[src/rtl/ucie_mb_clk_pkg.sv]
// Shared types and constants for the mainband forwarded-clock lane logic.
package ucie_mb_clk_pkg;

    typedef enum logic [1:0] {
        IDLE     = 2'd0,
        BURST_HI = 2'd1,
        BURST_LO = 2'd2,
        DONE     = 2'd3
    } clk_rep_state_t;

    localparam int UCIE_CLK_HIGH_CYC = 32;
    localparam int UCIE_CLK_LOW_CYC  = 16;
    localparam int UCIE_CLK_LANES    = 3;

    // Lane positions within the forwarded-clock bundle.
    localparam int CKP = 0;
    localparam int CKN = 1;
    localparam int TRK = 2;

endpackage

[src/rtl/ucie_clk_lane_mux.sv]
// Per-lane selection between the registered repair pattern and the forwarded
// clocks, with strobe-mode gating of the forwarded clocks.
module ucie_clk_lane_mux #(
    parameter int NUM_LANES = 3
) (
    input  logic [NUM_LANES-1:0] fwd_clk,
    input  logic                 mode,
    input  logic                 valid,
    input  logic                 repair,
    input  logic [NUM_LANES-1:0] rep_lane,
    output logic [NUM_LANES-1:0] lane
);

    always_comb begin
        lane = fwd_clk & {NUM_LANES{valid | mode}};
        if (repair) begin
            lane = rep_lane;
        end
    end

endmodule

[src/rtl/ucie_clk_repair_pattern_gen.sv]
// Forwarded-clock lane driver: normal-regime clock forwarding, or a counted
// burst pattern on a latched lane subset for clock-lane repair/reversal checks.
module ucie_clk_repair_pattern_gen
    import ucie_mb_clk_pkg::*;
#(
    parameter int NUM_LANES = UCIE_CLK_LANES,
    parameter int HIGH_CYC  = UCIE_CLK_HIGH_CYC,
    parameter int LOW_CYC   = UCIE_CLK_LOW_CYC,
    parameter int CNT_W     = 6,
    parameter int ITER_W    = 13
) (
    input  logic                 i_sys_clk,
    input  logic                 i_rst_n,
    input  logic [NUM_LANES-1:0] i_fwd_clk,
    input  logic                 i_mode,
    input  logic                 i_valid,
    input  logic                 i_repair,
    input  logic                 i_start,
    input  logic                 i_abort,
    input  logic [ITER_W-1:0]    i_iterations,
    input  logic [NUM_LANES-1:0] i_lane_mask,
    output logic [NUM_LANES-1:0] o_lane,
    output logic [NUM_LANES-1:0] o_det_en,
    output logic                 o_busy,
    output logic                 o_done
);

    // Control protocol: i_start is a request accepted only in IDLE (no ready
    // handshake; starts elsewhere are dropped). i_abort wins over everything
    // and ends the sequence silently. o_done pulses once per completed run.
    clk_rep_state_t       state_q, state_d;
    logic                 phase_q, phase_d;
    logic [CNT_W-1:0]     cyc_q, cyc_d;
    logic [ITER_W-1:0]    burst_q, burst_d;
    logic [ITER_W-1:0]    iter_q, iter_d;
    logic [NUM_LANES-1:0] mask_q, mask_d;
    logic [NUM_LANES-1:0] det_en_q, det_en_d;
    logic [NUM_LANES-1:0] rep_lane;

    always_ff @(posedge i_sys_clk or negedge i_rst_n) begin
        if (!i_rst_n) begin
            state_q  <= IDLE;
            phase_q  <= 1'b0;
            cyc_q    <= '0;
            burst_q  <= '0;
            iter_q   <= '0;
            mask_q   <= '0;
            det_en_q <= '0;
        end else begin
            state_q  <= state_d;
            phase_q  <= phase_d;
            cyc_q    <= cyc_d;
            burst_q  <= burst_d;
            iter_q   <= iter_d;
            mask_q   <= mask_d;
            det_en_q <= det_en_d;
        end
    end

    always_comb begin
        state_d = state_q;
        phase_d = phase_q;
        cyc_d   = cyc_q;
        burst_d = burst_q;
        iter_d  = iter_q;
        mask_d  = mask_q;
        if (i_abort) begin
            state_d = IDLE;
            phase_d = 1'b0;
            cyc_d   = '0;
            burst_d = '0;
        end else begin
            case (state_q)
                IDLE: begin
                    if (i_start) begin
                        mask_d  = i_lane_mask;
                        iter_d  = i_iterations;
                        phase_d = 1'b0;
                        cyc_d   = '0;
                        burst_d = '0;
                        state_d = (i_iterations == '0) ? DONE : BURST_HI;
                    end
                end
                BURST_HI: begin
                    // An even toggle count leaves phase low on the hand-off.
                    phase_d = ~phase_q;
                    if (cyc_q == CNT_W'(HIGH_CYC - 1)) begin
                        cyc_d   = '0;
                        state_d = BURST_LO;
                    end else begin
                        cyc_d = cyc_q + CNT_W'(1);
                    end
                end
                BURST_LO: begin
                    phase_d = 1'b0;
                    if (cyc_q == CNT_W'(LOW_CYC - 1)) begin
                        cyc_d = '0;
                        // iter_q is nonzero here, so iter_q - 1 cannot wrap.
                        if (burst_q == iter_q - ITER_W'(1)) begin
                            state_d = DONE;
                        end else begin
                            burst_d = burst_q + ITER_W'(1);
                            state_d = BURST_HI;
                        end
                    end else begin
                        cyc_d = cyc_q + CNT_W'(1);
                    end
                end
                DONE: begin
                    state_d = IDLE;
                end
                default: begin
                    state_d = IDLE;
                end
            endcase
        end
        det_en_d = ((state_d == BURST_HI) || (state_d == BURST_LO)) ? mask_d : '0;
    end

    assign rep_lane = phase_q ? mask_q : '0;
    assign o_det_en = det_en_q;
    assign o_busy   = (state_q == BURST_HI) || (state_q == BURST_LO);
    assign o_done   = (state_q == DONE);

    ucie_clk_lane_mux #(
        .NUM_LANES (NUM_LANES)
    ) u_lane_mux (
        .fwd_clk  (i_fwd_clk),
        .mode     (i_mode),
        .valid    (i_valid),
        .repair   (i_repair),
        .rep_lane (rep_lane),
        .lane     (o_lane)
    );

endmodule

[config.mk]
export PLATFORM = sky130hd
export DESIGN_NAME = ucie_clk_repair_pattern_gen
export DESIGN_NICKNAME = d
export VERILOG_FILES = /design/src/rtl/ucie_mb_clk_pkg.sv /design/src/rtl/ucie_clk_lane_mux.sv /design/src/rtl/ucie_clk_repair_pattern_gen.sv
export SDC_FILE = /design/constraint.sdc
export NUM_CORES = 1
export LEC_CHECK = 0
export CELL_PAD_IN_SITES_DETAIL_PLACEMENT = 0
export CELL_PAD_IN_SITES_GLOBAL_PLACEMENT = 1
export CORE_ASPECT_RATIO = 0.7
export CORE_MARGIN = 1.5
export CORE_UTILIZATION = 43
export CTS_CLUSTER_DIAMETER = 40
export DETAILED_ROUTE_END_ITERATION = 10
export PLACE_DENSITY = 0.89
export RECOVER_POWER = 100
export SYNTH_ARGS = -nofsm -noshare
export SYNTH_HDL_FRONTEND = slang
export SYNTH_SLANG_ARGS = --single-unit
[constraint.sdc]
create_clock -name i_sys_clk -period 2.97 [get_ports i_sys_clk]
set_input_delay 0.297 -clock i_sys_clk [delete_from_list [all_inputs] [get_ports i_sys_clk]]
set_output_delay 0.297 -clock i_sys_clk [all_outputs]
set_load 0.005 [all_outputs]
Word level (Yosys, flattened, before mapping)
Cells that the tools add are included.

Add/sub/neg operators: 3. Reduce and logical (&&, ||, !) cells: 9. Equal/unequal tests: 11. Bitwise gates (word level): 4. Mux-type cells: 26.

Operator list (number): 13-bit 2-to-1 mux (4); 13-bit one-hot mux with 2 select lines (1); 6-bit 2-to-1 mux (4); 3-bit 2-to-1 mux (6); 6-bit one-hot mux with 3 select lines (1); 13-bit by 1-bit adder with 13-bit output, second input constant (1); 13-bit equality test (1); 13-bit zero test (1); 13-bit by 1-bit subtractor with 13-bit output, second input constant (1); 2-bit 2-to-1 mux (6); 3-bit != test, second input constant (3); 2-bit one-hot mux with 4 select lines (1); 6-bit by 1-bit adder with 6-bit output, second input constant (1); 2-bit equality test, second input constant (3); 6-bit by 4-bit equality test with 1-bit output, second input constant (1); 6-bit by 5-bit equality test with 1-bit output, second input constant (1); 2-bit by 1-bit equality test with 1-bit output, second input constant (2); 4-bit AND reduction (1); 4-bit nonzero test (1); 3-bit AND (1); 1-bit one-hot mux with 3 select lines (1); 3-bit AND reduction (1); 3-bit nonzero test (1); 2-bit zero test (1); other kinds (5) (8).

Output and inout port bits: 8. Input port bits: 26. Register bits after elaboration: 41. Logic and storage cells: 60.

Longest topological paths before layout
Depth in word-level cells: 9. Mapped depth: 11. Gate-level depth less buffers: 9.

Modules after synthesis
A second synthesis with hierarchy kept.

Cells, all modules: 312. Area total of the unflattened synthesis: 2822.7 um^2.

Modules (own cells, without submodules): ucie_clk_repair_pattern_gen (cells each 303, seq. area each 1026.0 um^2, times used 1, area an instance 2781.4 um^2); ucie_clk_lane_mux (cells each 9, seq. area each 0.0 um^2, times used 1, area an instance 41.3 um^2).

Worst setup path after synthesis
Ideal clock, no wire load.

Kind: register to register. Start point: register iter_q[0]. End point: register det_en_q[0] (netlist: o_det_en[0]). Arrival time: 2.469 ns. Buffers on the path: 1. Clock period less this slack: 2.609 ns. Data required time: 2.829 ns. Cell stages (with the launch flop): 11. Path slack: 0.361 ns. Path through: dfrtp_1 > inv_1 > ha_1 > o21bai_1 > a311o_1 > and3_1 > a2111oi_2 > and4b_4 > buf_8 > mux2i_1 > a21boi_1.

Word-level cells in the longest chain between the ends: 9. Elaborated cells on any way between the ends: 10. Those cells by class: 1 x add/sub; 3 x eq/ne; 5 x mux; 1 x reduce/logical.

Ends and longest elaborated chain: start, declared (line ucie_clk_repair_pattern_gen.sv:35) `logic [ITER_W-1:0] iter_q, iter_d;`; start signal, assigned (line ucie_clk_repair_pattern_gen.sv:54) `iter_q <= iter_d;`; 13-bit by 1-bit subtractor with 13-bit output * (line ucie_clk_repair_pattern_gen.sv:99) `if (burst_q == iter_q - ITER_W'(1)) begin`; 13-bit equality test * (line ucie_clk_repair_pattern_gen.sv:99); 2-bit 2-to-1 mux * (line ucie_clk_repair_pattern_gen.sv:99); 2-bit 2-to-1 mux * (line ucie_clk_repair_pattern_gen.sv:96) `if (cyc_q == CNT_W'(LOW_CYC - 1)) begin`; 2-bit one-hot mux with 4 select lines * (line ucie_clk_repair_pattern_gen.sv:73) `case (state_q)`; 2-bit 2-to-1 mux * (line ucie_clk_repair_pattern_gen.sv:67) `if (i_abort) begin`; 2-bit by 1-bit equality test with 1-bit output or 2-bit equality test (tied branches) (line ucie_clk_repair_pattern_gen.sv:117) `det_en_d = ((state_d == BURST_HI) || (state_d == BURST_LO)) ? mask_d : '0;`; 1-bit logical OR * (line ucie_clk_repair_pattern_gen.sv:117); 3-bit 2-to-1 mux * (line ucie_clk_repair_pattern_gen.sv:117); via det_en_d[0] (line ucie_clk_repair_pattern_gen.sv:37) `logic [NUM_LANES-1:0] det_en_q, det_en_d;`; end signal, assigned (line ucie_clk_repair_pattern_gen.sv:56) `det_en_q <= det_en_d;`; end, declared (line ucie_clk_repair_pattern_gen.sv:37).

Mark *: on every way through the listed nets, which the timed path passes. The rest lies on a longest branch. A chain may end at the register's enable or synchronous reset.

Worst setup path in the final report
Start point: register iter_q[1]. End point: register det_en_q[2] (netlist: o_det_en[2]).

The elaborated chain is that of the path after synthesis.

==> impl_metrics.json <==
{
  "outcome": "finished, violations left",
  "violations": "max-capacitance violations, max-slew violations",
  "synth_largest_area_cell": "dfrtp_1",
  "hpwl_um": 5090,
  "syn_nets": 333,
  "area_growth_pct": 19.7,
  "reg2regPathDepth": 9,
  "r2r_slack_ps": 160,
  "hp-class": "reg2reg",
  "cts_tree": "yes",
  "worst_pin_slew_ps": 2250,
  "cp.required_ps": 3150,
  "place_ws_ps": 91.3,
  "timing.rr.end": "o_det_en[2]",
  "synth_most_common_cell": "dfrtp_1",
  "ios": 34,
  "startpoint_type": "flop",
  "synth.ff_latch_count": 41,
  "fp.dieArea_sq_um": 6990,
  "fin_area_sq_um": 3340,
  "synth_async_sr_flop_share_pct": 100,
  "finalSetupViolations": 0,
  "antennaDiodeCount": 0,
  "start_util_pct": 44.7,
  "cts_buffers": 5,
  "end_kind": "flop",
  "ys_seq_area_share_pct": 36.8,
  "first_global_vias": 2332,
  "die_h_um": 70.4,
  "hold_end": "cyc_q[1]",
  "grt_pass1_wl_um": 11800,
  "clk_pin_slew_ps": 90,
  "antenna_found_initial": 0,
  "relSlewSlack_pct": -49.8,
  "synth_edf_count": 0,
  "htreeDepth": 2,
  "dpl_cell_area_sq_um": 3220,
  "fp-row-count": 24,
  "root_buffer": "clkbuf_8",
  "period_share_pct": 94.5,
  "min_path_cells": 2,
  "worst_slack_ps": 162,
  "drt_wl_total_um": 6980,
  "ant_nets": 0,
  "num_vias": 2470,
  "syn_area_sq_um": 2790,
  "hold-worst-slack_ps": 508,
  "hold_violations": 0,
  "synth_top_cells_by_area": "dfrtp_1 37%, mux2_2 7.3%, nand3_1 3.6%, o21ai_0 3.6%, ha_1 3.1%",
  "firstDrtPassIters": 5,
  "final.min_clock_period_ps": 2810,
  "cts_sinks": 41,
  "min_from": "cyc_q[1]",
  "ir_drop_mv": 0.372,
  "yosysWarnings": 0,
  "synthTopCellsByCount": "41 x dfrtp_1, 20 x nand3_1, 20 x o21ai_0, 18 x mux2_2, 18 x nand2_1",
  "power.leakage_nw": 1.32,
  "grt_overflow": 0,
  "fill_cells": 573,
  "setup_tns_ps": 0,
  "syn_inst": 300,
  "skew_ps": 15.0,
  "nNetsFinal": 375,
  "vias_per_cell": 5.87,
  "slew_viol_final": 42,
  "drive_gt1_share_pct": 14.6,
  "io_buffers": 33,
  "ctsLongestPathBuffers": 2,
  "grt_max_degree": 42,
  "coreArea_sq_um": 6250,
  "path_class": "reg2reg",
  "cp.arrival_ps": 2990,
  "die_width_um": 99.3,
  "drc": 0,
  "yosysTopAreaCellShare_pct": 36.8,
  "fin_util_pct": 53.5,
  "avgSynthCellArea_sq_um": 9.30,
  "max_freq_mhz": 356,
  "grtUsageTotal_pct": 21.3,
  "r2r_start": "iter_q[1]",
  "cap_violations": 1,
  "power_density_nw_per_um2": 723,
  "synth_cell_type_count": 59,
  "path_max_fanout": 11,
  "drt_iter0_markers": 134,
  "synth_ff_type": "dfrtp_1",
  "insertion_delay_ps": 310,
  "wl_per_cell_um": 16.6,
  "gp_congestion": 0.913
}
## state kept, by name, indices dropped and copies added, names as in the netlist
signal    flops
burst_q      13
cyc_q         6
iter_q       13
mask_q        3
o_det_en      3
phase_q       1
state_q       2
## where the power goes
group	total [W]	switching, W	internal [W]
combinational	0.00114	0.000594	0.000548
sequential	0.000880	0.000181	0.000699
clock	0.000394	0.000225	0.000170
## worst max path at each step
stage / start / to / cells past startpoint / slack, ps
2_1_floorplan: iter_q[0] / o_det_en[0] / 10 / 360
3_3_place_gp: iter_q[1] / o_det_en[0] / 9 / 230
5_1_grt: iter_q[1] / o_det_en[1] / 9 / -7
3_5_place_dp: iter_q[1] / o_det_en[2] / 9 / 90
6_report: iter_q[1] / o_det_en[2] / 9 / 160
4_1_cts: iter_q[1] / o_det_en[2] / 9 / 100
## through the flow
step | std cells | total power, W
2_1_floorplan | 300 | 0.00163
3_3_place_gp | 410 | 0.00200
3_5_place_dp | 410 | 0.00202
4_1_cts | 418 | 0.00242
5_1_grt | 421 | 0.00259
6_report | 421 | 0.00242
## kinds of logic (layout without fill, tap and decap cells)
kind of cell    count (synthesis)  in the layout  share of synthesized area [%]
buf+inv                        26             69                           4.57
compound gates                 77             77                           18.5
mux                            23             23                           9.05
xor+xnor                       14             14                           4.89
flops                          41             41                           36.8
fa+ha+maj                       7              7                           3.14
simple gates                  112            112                           23.1
## cell usage in the layout, fill, tap and decap left out, drive strengths merged, types with 6 or more instances in the layout
master	synthesis	layout
nor3	10	10
mux2	18	18
o21ai	22	22
dlygate4sd3	0	8
nand3	20	20
nand2	18	18
nand4	6	6
nor2	12	12
clkbuf	8	7
ha	7	7
buf	4	13
xor2	8	8
or4	9	9
nand2b	7	7
a21oi	15	15
inv	13	14
o31ai	11	11
dfrtp	41	41
clkdlybuf4s50	0	24
## worst max-delay path, cell delays in order, from the launching register on
cell and delay (ps):
dfrtp_1 440, inv_1 70, ha_1 260, o21bai_1 220, a311o_1 360, and3_1 180, a2111oi_2 330, and4b_4 390
mux2i_1 320, a21boi_1 110
## routing by layer
| metal | track usage [%] | part of all wire (%) |
|---|---|---|
| met1 | 33.7 | 52 |
| met2 | 29.1 | 41 |
| met3 | 4.20 | 5.8 |
| met4 | 5.16 | 1.2 |
| met5 | 0 | 0 |
## area by class of cell
class / count / area, sq um / share of cell area [%]
Multi-Input combinational cell: 233 / 1650 / 49.3
Sequential cell: 41 / 1030 / 30.7
Timing Repair Buffer: 47 / 425 / 12.7
Tap cell: 78 / 97.6 / 2.92
Clock buffer: 5 / 68.8 / 2.06
Inverter: 14 / 52.6 / 1.57
Clock inverter: 3 / 25.0 / 0.749
## repair_timing
action / CTS / global route
buffers inserted: 0 / 3
setup endpoints to repair: 0 / 8
resized for setup: 0 / 2
hold buffers: 0 / 0
No activity file was read; power rests on OpenSTA's default activity.
